--- src/rtl/upc_loop_status_monitor.sv ---
// Passive status monitor for one ap_ctrl-style HLS block and its single pipelined loop.
// Tracks module transactions/latency, loop activations, iteration counts and initiation interval.
module upc_loop_status_monitor #(
    parameter int STATE_W = 1,
    parameter int CNT_W   = 32
) (
    input  logic               clock,
    input  logic               reset,
    input  logic               finish,
    input  logic               ap_start,
    input  logic               ap_ready,
    input  logic               ap_done,
    input  logic               ap_continue,
    input  logic [STATE_W-1:0] cur_state,
    input  logic [STATE_W-1:0] iter_start_state,
    input  logic [STATE_W-1:0] iter_end_state,
    input  logic [STATE_W-1:0] quit_state,
    input  logic               iter_start_block,
    input  logic               iter_end_block,
    input  logic               quit_block,
    input  logic               iter_start_enable,
    input  logic               iter_end_enable,
    input  logic               quit_enable,
    input  logic               loop_start,
    input  logic               loop_ready,
    input  logic               loop_done,
    input  logic               loop_continue,
    input  logic               quit_at_end,
    output logic               mod_busy,
    output logic [CNT_W-1:0]   mod_txn_cnt,
    output logic [CNT_W-1:0]   mod_last_lat,
    output logic [CNT_W-1:0]   mod_max_lat,
    output logic               loop_active,
    output logic [CNT_W-1:0]   iter_start_cnt,
    output logic [CNT_W-1:0]   iter_end_cnt,
    output logic [CNT_W-1:0]   iter_inflight,
    output logic [CNT_W-1:0]   loop_quit_cnt,
    output logic [CNT_W-1:0]   last_ii,
    output logic [CNT_W-1:0]   min_ii,
    output logic               frozen
);

    localparam logic [CNT_W-1:0] CNT_MAX = '1;
    localparam logic [CNT_W-1:0] CNT_ONE = {{(CNT_W-1){1'b0}}, 1'b1};

    function automatic logic [CNT_W-1:0] sat_inc(input logic [CNT_W-1:0] v);
        return (v == CNT_MAX) ? v : v + CNT_ONE;
    endfunction

    logic [CNT_W-1:0] r_lat;
    logic [CNT_W-1:0] r_gap;
    logic             r_have_is;

    logic             w_s, w_d, w_is, w_ie, w_q, w_ls, w_ld, w_quit, w_ii_upd;
    logic [CNT_W-1:0] w_lat_now;
    logic [CNT_W-1:0] w_start_nxt, w_end_nxt, w_inflight_nxt;
    logic             w_unused;

    // ap_ready and loop_ready are status-only taps; no statistic depends on them
    assign w_unused = ap_ready ^ loop_ready;

    assign w_s  = ap_start & ~mod_busy;
    assign w_d  = ap_done & ap_continue;
    assign w_is = (cur_state == iter_start_state) & ~iter_start_block & iter_start_enable;
    assign w_ie = (cur_state == iter_end_state) & ~iter_end_block & iter_end_enable;
    assign w_q  = (cur_state == quit_state) & ~quit_block & quit_enable;
    assign w_ls = loop_start & ~loop_active;
    assign w_ld = loop_done & loop_continue;

    assign w_quit    = loop_active & (quit_at_end ? (w_q & w_ie) : w_ld);
    assign w_lat_now = mod_busy ? sat_inc(r_lat) : CNT_ONE;

    assign w_start_nxt    = w_is ? sat_inc(iter_start_cnt) : iter_start_cnt;
    assign w_end_nxt      = w_ie ? sat_inc(iter_end_cnt) : iter_end_cnt;
    assign w_inflight_nxt = (w_start_nxt >= w_end_nxt) ? (w_start_nxt - w_end_nxt) : '0;

    // The first IS of an activation only arms the gap counter; II is taken from the second on
    assign w_ii_upd = w_is & r_have_is & ~w_ls;

    always_ff @(posedge clock) begin
        if (reset) begin
            mod_busy       <= 1'b0;
            mod_txn_cnt    <= '0;
            mod_last_lat   <= '0;
            mod_max_lat    <= '0;
            loop_active    <= 1'b0;
            iter_start_cnt <= '0;
            iter_end_cnt   <= '0;
            iter_inflight  <= '0;
            loop_quit_cnt  <= '0;
            last_ii        <= '0;
            min_ii         <= CNT_MAX;
            frozen         <= 1'b0;
            r_lat          <= '0;
            r_gap          <= '0;
            r_have_is      <= 1'b0;
        end else if (!frozen) begin
            frozen <= finish;

            if (w_s || mod_busy) begin
                r_lat <= w_lat_now;
            end
            if (w_d) begin
                mod_txn_cnt  <= sat_inc(mod_txn_cnt);
                mod_last_lat <= w_lat_now;
                if (w_lat_now > mod_max_lat) begin
                    mod_max_lat <= w_lat_now;
                end
            end
            mod_busy <= (w_s | mod_busy) & ~w_d;

            loop_active <= w_ls | (loop_active & ~w_quit);
            if (w_quit) begin
                loop_quit_cnt <= sat_inc(loop_quit_cnt);
            end

            iter_start_cnt <= w_start_nxt;
            iter_end_cnt   <= w_end_nxt;
            iter_inflight  <= w_inflight_nxt;

            r_gap <= w_is ? CNT_ONE : sat_inc(r_gap);
            if (w_ii_upd) begin
                last_ii <= r_gap;
                if (r_gap < min_ii) begin
                    min_ii <= r_gap;
                end
            end
            if (w_ls) begin
                r_have_is <= w_is;
            end else if (w_is) begin
                r_have_is <= 1'b1;
            end
        end
    end

endmodule

--- config.mk ---
export PLATFORM = sky130hd
export DESIGN_NAME = upc_loop_status_monitor
export DESIGN_NICKNAME = d
export VERILOG_FILES = /design/src/rtl/upc_loop_status_monitor.sv
export SDC_FILE = /design/constraint.sdc
export NUM_CORES = 1
export LEC_CHECK = 0
export BUFFER_PORTS_ARGS = -buffer_cell sky130_fd_sc_hd__clkbuf_2
export CAP_MARGIN = 20
export CORE_MARGIN = 2
export CORE_UTILIZATION = 50
export DETAILED_ROUTE_END_ITERATION = 7
export GPL_ROUTABILITY_DRIVEN = 0
export PLACE_DENSITY = 0.78
export SYNTH_ARGS = -nofsm -noshare
export SYNTH_HDL_FRONTEND = slang
export SYNTH_SLANG_ARGS = --single-unit
--- constraint.sdc ---
create_clock -name clock -period 6.8 [get_ports clock]
set_input_delay 1.36 -clock clock [delete_from_list [all_inputs] [get_ports clock]]
set_output_delay 1.36 -clock clock [all_outputs]
set_load 0.005 [all_outputs]
==> metrics.md, run 1 <==
| Metric | Value |
|---|---|
| Status | complete, no violations |
| Post-synthesis sequential area ratio | 0.369 |
| Fill cell count | 3482 |
| Largest family of logic cells by synthesized area | simple AND/OR/NAND/NOR gates |
| Synth Area in XOR/XNOR | 0.104 |
| Initial DRC Count | 1424 |
| CP arrival | 6.18 ns |
| R2r setup slk | 1.39 ns |
| Slew Viols, Final | 0 |
| Worst-Margin Slew | 1.07 ns |
| Die Area | 40200 sq um |
| Die Span Y | 201 microns |
| Synth unique cells | 80 |
| Drt total wl | 55400 microns |
| Drt pass-1 iters | 5 |
| CTS buffer count | 41 |
| Post-synthesis mux area share | 0.00337 |
| Initial antenna violation count | 1 |
| Number of global-route vias before repair | 17400 |
| Max-cap viol count | 0 |
| Port Buf Inserts | 310 |
| Area grow syn2layout | 17.0% |
| Clock share of power | 0.471 |
| Ys async rst share | 0 |
| ANT nets after route | 0 |
| Sink Count | 356 |
| Post-synth EDFFs | 0 |
| Setup crit start | cur_state |
| Reg area | 7130 sq um |
| Fin crit share | 0.845 |
| Die Span X | 201 microns |
| Worst relative slew slack | 0.285 |
| Min-Delay Startpoint | last_ii[31] |
| FP Rows | 71 |
| Mapped Cells | 2444 |
| Gr usage total | 0.264 |
| Switching share of total power | 0.244 |
| RSZ-0062 raised after global routing | no |
| Post-CTS Setup Inserts | 0 |
| Pwr dens | 207 nW/um^2 |
| Crit Path Max Fanout | 9 |
| Most frequent cells in the layout | dfxtp_1 (355), nand2_1 (322), clkbuf_2 (309) |
| Max IR drop VDD | 0.171 mV |
| Reg clk slew, reported paths | 0.06 ns |
| Synth Register Bits | 356 |
| CP top delay family | compound AO/OA/AOI/OAI gates |
| Max Clk Rate | 174 MHz |
| Sequential power share | 0.460 |
| Static leakage | 9.58 nW |
| Clock Latency Late Sink | 0.56 ns |
| Critical Path Sink Type | register |
| Initial Utilization | 0.510 |
| Critical-path cell list | clkbuf_2, xor2_1, or2_2, a41oi_2, nand4_1, nor2_1, nand3_1, xnor2_1, ha_1, a21oi_1, o21ai_0, a221oi_1, o21ai_0, nor3_1, o22ai_2, buf_4, o2111ai_1, o211ai_1 |
| CTS H-tree depth | 2 |
| Via count | 18600 |
| CP Launch Type | primary input |
| Post-Synth Adder-Cell Area | 0.0665 |
| Final Hold Fails | 0 |
| CTS tree | yes |
| P_sw | 1.14 mW |
| Hold Path Class | register to register |
| Synth Area in Compound Gates | 0.161 |
| First-pass GRT wire length | 88600 microns |
| Vias per cell | 5.74 |
| Simple-gate share of the synthesized area | 0.253 |
| Most common cell after layout, fill and taps aside | dfxtp_1 |
| Int Pwr | 3.54 mW |
| Ratio of cells with drive above 1 in the final layout | 0.160 |
| Max clock buf depth | 3 |
| Power share of the combinational group | 0.069 |
| Fin Setup TNS | 0 ns |
| DRC violations left | 0 |
| Most common flop cell mapped by yosys | dfxtp_1 |
| Synth Cell Area | 19300 sq um |
| Synth Warn # | 0 |
| Setup Skew | 0.0203 ns |
| Final Util | 0.597 |
| Post-layout minimum cycle time | 5.74 ns |
| Layout net count | 2823 |
| Avg Cell Area, Syn | 7.90 sq um |
| Setup Viol. Count Final | 0 |
| Max incr delay on CP | 0.60 ns |
| Worst r2r src | iter_end_cnt[0] |
| Req. time, crit path | 7.23 ns |
| Resize count post-CTS | 0 |
| Wire length per cell | 17.1 microns |
| Largest net degree at the start of global routing | 91 |
| Core area | 37800 sq um |
| Syn_nets | 2568 |
| Congestion Overflow GR | 0 |
| Buf+Inv Stages, Crit Path | 2 |
| Top-Level Pins | 313 |
| Multi-input gate area | 11400 sq um |
| CP Class | primary input to register |
| DPL Wire Length | 39700 microns |
| Clock Root Buffer | clkbuf_16 |
| CP dominant cell by count | o21ai_0 |
| Hold buffer count at cts | 0 |
| Slowest CP cell | a221oi_1 |
[power groups by stage]
stage	Clock, mW	Combinational (mW)	Sequential, mW
global route	2.33	0.349	2.16
floorplan	0	0.208	2.19
detailed placement	0	0.313	2.20
CTS	2.24	0.315	2.15
global placement	0	0.304	2.20
finish	2.20	0.320	2.15
[kinds of logic (layout without fill, tap and decap cells)]
group                      count (synthesis)  count (layout)
AOI/OAI and AO/OA                        517             517
muxes                                      6               6
adders and majority gates                102             102
and+or+nand+nor                         1021            1021
DFF                                      356             356
other                                      0               1
buffers and inverters                    213             500
xor gates and xnor gates                 229             229
[final timing paths]
kind,to,cells after the start
setup / recovery,iter_inflight[25],18
hold / removal,last_ii[31],2
setup reg to reg,iter_inflight[25],18
hold reg to reg,last_ii[31],2
[flip-flops by register name (all words and copies together) (netlist names)]
register and cells:
iter_end_cnt 32, r_gap 32, mod_busy 1, mod_txn_cnt 32, mod_max_lat 32, mod_last_lat 32, min_ii 32, loop_active 1
r_have_is 1, iter_inflight 32, r_lat 32, last_ii 32, iter_start_cnt 32, frozen 1, loop_quit_cnt 32
[cell usage after synthesis (all sizes together), types with 49 or more instances]
master / number / area, sq um
a21oi: 222 / 1120
and3: 58 / 368
clkbuf: 97 / 364
dfxtp: 356 / 7130
ha: 101 / 1260
inv: 92 / 345
nand2: 323 / 1210
nand3: 122 / 616
nand4: 62 / 403
nor2: 272 / 1020
nor3: 49 / 260
o21ai: 125 / 626
xnor2: 113 / 990
xor2: 116 / 1020
[worst reg2reg max path: cells and delay by family (launching register included)]
family	cells	cell delay [ns]
AND/OR/NAND/NOR	7	2.11
AO/OA/AOI/OAI	7	1.62
adder cells (fa/ha/maj)	2	0.59
flip-flops	1	0.46
buffers and inverters	1	0.26
XOR/XNOR	1	0.24
[final cells by class]
cell class / instances / area share
sequential: 356 / 0.316
antenna: 1 / 0.000111
tap: 511 / 0.0283
timing repair buffer: 333 / 0.0775
clock inverter: 10 / 0.00266
multi-input combinational: 1875 / 0.503
clock buffer: 65 / 0.0571
inverter: 92 / 0.0153
[routing by layer]
metal / GRT usage / vias up / wire [microns]
met5: 0 / - / 0
met4: 0.103 / 0 / 1870
li1: - / 8984 / -
met1: 0.348 / 8847 / 24300
met2: 0.432 / 671 / 25800
met3: 0.0433 / 125 / 3470
[stage by stage]
stage	hold WS (ns)	power [mW]	setup WS (ns)	std cells	cell area (sq um)
after floorplan	0.449	2.40	1.65	2444	19300
after global placement	0.439	2.50	0.685	3164	21200
after detailed placement	0.446	2.51	0.443	3165	21200
after CTS	0.458	4.71	1.00	3240	22600
after global routing	0.476	4.84	0.733	3243	22600
final	0.455	4.68	1.06	3243	22600
Power figures use the tool's default switching activity.
==> run 2, diff against run 1 <==
Clock period 6.8 ns to 5.75 ns, I/O delays scaled along.
==> metrics.md, run 2 (synthesis gave the netlist of run 1 again) <==
| Metric | Value |
|---|---|
| Critical Path Sink Type | register |
| Status | complete, no violations |
| Drt pass-1 iters | 5 (unchanged) |
| Req. time, crit path | 6.15 ns (-1.08 ns) |
| Max-cap viol count | 0 (unchanged) |
| Worst Hold Endpoint | last_ii[22] |
| Multi-input gate area | 11400 sq um (unchanged) |
| Gr usage total | 0.269 (+0.00477) |
| Worst-Margin Slew | 1.08 ns (+0.0102 ns) |
| Layout net count | 2845 (+0.78%) |
| Worst r2r src | iter_end_cnt[0] |
| Hold path depth | 2 (unchanged) |
| CTS buffer count | 41 (unchanged) |
| Hold buffer count at cts | 0 (unchanged) |
| Die Area | 40200 sq um (unchanged) |
| CTS tree | yes |
| Sink Count | 356 (unchanged) |
| Max clock buf depth | 3 (unchanged) |
| Drt total wl | 56000 microns (+1.0%) |
| Top-Level Pins | 313 (unchanged) |
| Reg area | 7130 sq um (unchanged) |
| Clock Root Buffer | clkbuf_16 |
| Setup Viol. Count Final | 0 (unchanged) |
| Setup Skew | 0.0161 ns (-0.00414 ns) |
| Area grow syn2layout | 18.2% |
| CP dominant cell by count | buf_4 |
| Via count | 18900 (+1.4%) |
| Most frequent cells in the layout | dfxtp_1 (355), nand2_1 (322), clkbuf_2 (309) |
| Final setup margin | 0.457 ns (-0.599 ns) |
| R2r setup slk | 0.46 ns (-0.93 ns) |
| CP top delay family | simple AND/OR/NAND/NOR gates |
| Max Clk Rate | 189 MHz |
| CTS H-tree depth | 2 (unchanged) |
| Wire length per cell | 17.1 microns (+0.38%) |
| Dpl ws | 0.105 ns (-0.338 ns) |
| Critical-path cell list | ha_1, nand3_1, nor4_1, and4_4, nor4_4, nand4_1, buf_4, nor2_1, xnor2_1, ha_1, a21o_1, a21o_1, a221oi_1, o21ai_0, nor3_1, buf_4, o31ai_2, buf_4, a22oi_1, nor2_1 |
| Largest net degree at the start of global routing | 136 (+49%) |
| Buf+Inv Stages, Crit Path | 3 (+1) |
| DRC violations left | 0 (unchanged) |
| DPL Wire Length | 40200 microns (+1.2%) |
| CP Class | register to register |
| Fin Setup TNS | 0 ns (unchanged) |
| Max incr delay on CP | 0.75 ns (+0.15 ns) |
| Vias per cell | 5.79 (+0.74%) |
| Fill cell count | 3394 (-2.5%) |
| CP arrival | 5.69 ns (-0.49 ns) |
| Initial antenna violation count | 1 (unchanged) |
| Reg-to-Reg End | iter_inflight[1] |
| Final Hold Fails | 0 (unchanged) |
| Ratio of cells with drive above 1 in the final layout | 0.166 (+0.00574) |
| Reg2reg path depth | 20 (+2) |
| Initial DRC Count | 1362 (-4.4%) |
| First-pass GRT wire length | 90300 microns (+1.9%) |
| Reg clk slew, reported paths | 0.05 ns (about the same) |
| Post-CTS Setup Inserts | 0 (unchanged) |
| Max IR drop VDD | 0.212 mV (+24%) |
| Die Span X | 201 microns (unchanged) |
| Die Span Y | 201 microns (unchanged) |
| Slew Viols, Final | 0 (unchanged) |
| Clock Latency Late Sink | 0.56 ns (about the same) |
| Most common cell after layout, fill and taps aside | dfxtp_1 |
| Static leakage | 9.71 nW (+1.4%) |
| Initial Utilization | 0.510 (unchanged) |
| Hold Path Class | register to register |
| RSZ-0062 raised after global routing | no |
| CP Launch Type | register |
| Setup crit start | iter_end_cnt[0] |
| ANT nets after route | 0 (unchanged) |
| Pwr dens | 250 nW/um^2 (+21%) |
| Post-layout minimum cycle time | 5.29 ns |
| Slowest CP cell | nor4_1 |
| Crit Path Max Fanout | 10 (+1) |
| Port Buf Inserts | 310 (unchanged) |
| Min-Delay Startpoint | last_ii[22] |
| Worst relative slew slack | 0.279 (-0.00604) |
| Resize count post-CTS | 0 (unchanged) |
| FP Rows | 71 (unchanged) |
| Core area | 37800 sq um (unchanged) |
| Number of global-route vias before repair | 17800 (+2.3%) |
| Congestion Overflow GR | 0 (unchanged) |
| Hold slack | 0.455 ns (+0.0000290 ns) |
| Fin crit share | 0.921 |
-- run 2: where the power goes --
part | internal [mW] | switching, mW | leakage, nW
registers | 2.51 | 0.0358 | 2.87
logic | 0.145 | 0.246 | 6.14
clock network | 1.72 | 1.06 | 0.699
-- run 2: worst max path at each step --
stage                        end  cells past startpoint  slack (ns)
2_1_floorplan  iter_inflight[11]                     17        0.81
3_3_place_gp    iter_inflight[5]                     20        0.19
3_5_place_dp    iter_inflight[5]                     18        0.11
4_1_cts         iter_inflight[1]                     20        0.57
5_1_grt         iter_inflight[0]                     19        0.17
6_report        iter_inflight[1]                     20        0.46
-- run 2: final cells by class --
| type | instances | area share |
|---|---|---|
| well taps | 511 | 0.0280 |
| multi-input cells | 1875 | 0.498 |
| repair buffers | 355 | 0.0835 |
| clock buffers | 59 | 0.0524 |
| inverters | 92 | 0.0151 |
| clock inverters | 14 | 0.0103 |
| diodes | 1 | 0.000110 |
| flip-flops and latches | 356 | 0.312 |
-- run 2: stage by stage --
stage	utilization	std cells	power, mW	instance area (sq um)
2_1_floorplan	-	2444	2.83	19300
3_3_place_gp	0.565	3187	2.97	21400
3_5_place_dp	0.565	3187	2.98	21400
4_1_cts	0.602	3260	5.75	22800
5_1_grt	0.603	3263	5.89	22800
6_report	0.603	3263	5.71	22800
-- run 2: worst reg2reg max path, stage by stage, from the launching register on --
cell and delay, ns:
dfxtp_1 0.47, ha_1 0.25, nand3_1 0.15, nor4_1 0.75
and4_4 0.44, nor4_4 0.07, nand4_1 0.12, buf_4 0.18
nor2_1 0.07, xnor2_1 0.21, ha_1 0.33, a21o_1 0.22
a21o_1 0.19, a221oi_1 0.49, o21ai_0 0.16, nor3_1 0.22
buf_4 0.17, o31ai_2 0.17, buf_4 0.24, a22oi_1 0.16
nor2_1 0.06
-- run 2: per-layer routing --
metal	GRT usage	wire, microns
met3	0.0463	4040
met2	0.433	25700
met5	0	0
met4	0.124	2200
met1	0.351	24100
==> run 3, diff against run 2 <==
Settings changed: CELL_PAD_IN_SITES_DETAIL_PLACEMENT from default to 1, CELL_PAD_IN_SITES_GLOBAL_PLACEMENT from default to 2, CORE_UTILIZATION 50 to 33, PLACE_DENSITY 0.78 to 0.86.
==> metrics.md, run 3 (synthesis gave the netlist of run 1 again) <==
| Metric | Value |
|---|---|
| Status | complete, no violations |
| CTS tree | yes |
| Static leakage | 9.83 nW (+1.2%) |
| Layout net count | 2854 (+0.32%) |
| RSZ-0062 raised after global routing | no |
| First-pass GRT wire length | 104000 microns (+15%) |
| Int Pwr | 4.48 mW (+2.6%) |
| Max IR drop VDD | 0.222 mV (+4.9%) |
| Max clock buf depth | 3 (unchanged) |
| Die Span Y | 246 microns (+23%) |
| Max Clk Rate | 197 MHz (+4.4%) |
| CP Launch Type | primary input |
| Hold path depth | 2 (unchanged) |
| Number of global-route vias before repair | 18700 (+5.2%) |
| Antenna fix cells | 0 (-1) |
| DPL Wire Length | 47900 microns (+19%) |
| Via count | 18700 (-0.95%) |
| P_sw | 1.46 mW (+9.2%) |
| Worst relative slew slack | 0.314 (+0.0355) |
| Setup Skew | 0.0160 ns (-0.000131 ns) |
| Vias per cell | 5.29 (-8.5%) |
| Fin Setup TNS | 0 ns (unchanged) |
| Switching share of total power | 0.246 (+0.0115) |
| Req. time, crit path | 6.27 ns (+0.12 ns) |
| Initial Utilization | 0.334 (-0.176) |
| Most frequent cells in the layout | dfxtp_1 (355), nand2_1 (322), clkbuf_2 (309) |
| Core area | 57800 sq um (+53%) |
| FP Rows | 88 (+24%) |
| CTS H-tree depth | 2 (unchanged) |
| Wire length per cell | 18.5 microns (+8.0%) |
| Max-cap viol count | 0 (unchanged) |
| Worst-Margin Slew | 1.03 ns (-0.0557 ns) |
| CP arrival | 5.59 ns (-0.10 ns) |
| Die Area | 60500 sq um (+50%) |
| Initial antenna violation count | 1 (unchanged) |
| DRC violations left | 0 (unchanged) |
| Reg2reg path depth | 19 (-5.0%) |
| Area grow syn2layout | 20.9% |
| CP Class | primary input to register |
| Initial DRC Count | 757 (-44%) |
| Clock Latency Late Sink | 0.59 ns (+0.03 ns) |
| Sink Count | 356 (unchanged) |
| Crit Path Max Fanout | 6 (-4) |
| Pwr dens | 255 nW/um^2 (+1.8%) |
| Critical Path Sink Type | register |
| Port Buf Inserts | 310 (unchanged) |
| Non-Filler Instances | 3532 (+8.2%) |
| ANT nets after route | 0 (unchanged) |
| Post-layout minimum cycle time | 5.07 ns (-0.224 ns) |
| Drt total wl | 65400 microns (+17%) |
| Slew Viols, Final | 0 (unchanged) |
| Post-CTS Setup Inserts | 0 (unchanged) |
| Reg clk slew, reported paths | 0.06 ns (about the same) |
| CTS buffer count | 45 (+9.8%) |
| Most common cell after layout, fill and taps aside | dfxtp_1 |
| Congestion Overflow GR | 0 (unchanged) |
| Hold buffer count at cts | 0 (unchanged) |
| Largest net degree at the start of global routing | 180 (+32%) |
| Sequential power share | 0.429 (-0.016) |
| Dpl cells | 3446 (+8.1%) |
| Clock Root Buffer | clkbuf_16 |
| Clock share of power | 0.503 (+0.017) |
| Gr usage total | 0.213 (-0.0560) |
| Ratio of cells with drive above 1 in the final layout | 0.171 (+0.00555) |
| Drt pass-1 iters | 5 (unchanged) |
| Die Span X | 246 microns (+23%) |
| Top-Level Pins | 313 (unchanged) |
| Fin crit share | 0.882 (-0.0389) |
| Setup Viol. Count Final | 0 (unchanged) |
| Power share of the combinational group | 0.068 (about the same) |
| Final Hold Fails | 0 (unchanged) |
| Resize count post-CTS | 0 (unchanged) |
| Hold Path Class | register to register |
==> run 3: changes by cell type in the layout (fill, tap and decap cells not counted), sizes merged <==
cell and change:
clkbuf +11, diode -1, buf +6, clkinv +2, bufinv -3
==> run 3: critical path: stages <==
cell      delay, ns
clkbuf_2       0.12
xor2_1         0.24
or2_2          0.41
a41oi_2        0.39
nand4_1        0.25
nor2_1         0.20
nand2_1        0.14
nor2_1         0.14
xnor2_1        0.08
ha_1           0.34
and2_1         0.29
nand4_1        0.19
or3_1          0.44
or3_1          0.39
o22ai_2        0.27
or4b_1         0.47
nand3_1        0.09
==> run 3: worst paths after layout <==
check | from | endpoint | slack (ns)
hold reg to reg | mod_last_lat[3] | mod_last_lat[3] | 0.46
setup / recovery | cur_state | iter_inflight[11] | 0.68
setup reg to reg | iter_end_cnt[0] | iter_inflight[30] | 0.68
hold / removal | mod_last_lat[3] | mod_last_lat[3] | 0.46
==> run 3: final cells by class <==
class	count	area [sq um]
clock buffer	71	1420
clock inverter	13	150
fill	7064	34500
inverter	92	345
multi-input combinational	1875	11400
sequential	356	7130
tap	765	957
timing repair buffer	360	1970
==> run 3: power by group through the flow <==
stage	Sequential (mW)	Clock [mW]	Combinational, mW
finish	2.55	2.99	0.406
global route	2.55	3.17	0.447
CTS	2.55	3.07	0.405
detailed placement	2.60	0	0.402
global placement	2.60	0	0.390
floorplan	2.59	0	0.246
==> run 3: routing by layer <==
metal / share of wire / GRT usage / vias to the layer above
met4: 0.025 / 0.0617 / 2
met2: 0.47 / 0.357 / 361
met1: 0.46 / 0.282 / 9186
li1: - / - / 9066
met5: 0.00020 / 0 / -
met3: 0.042 / 0.0314 / 86
==> run 3: per-stage QoR <==
step                      setup WS (ns)   util  total power, mW  hold slack, ns  instance area (sq um)
after global routing              0.293  0.404             6.17           0.474                  23300
after global placement            0.244  0.376             2.99           0.444                  21700
after floorplan                   0.812      -             2.83           0.449                  19300
after CTS                         0.728  0.403             6.03           0.457                  23300
after detailed placement          0.117  0.376             3.00           0.449                  21700
final                             0.680  0.404             5.94           0.455                  23300
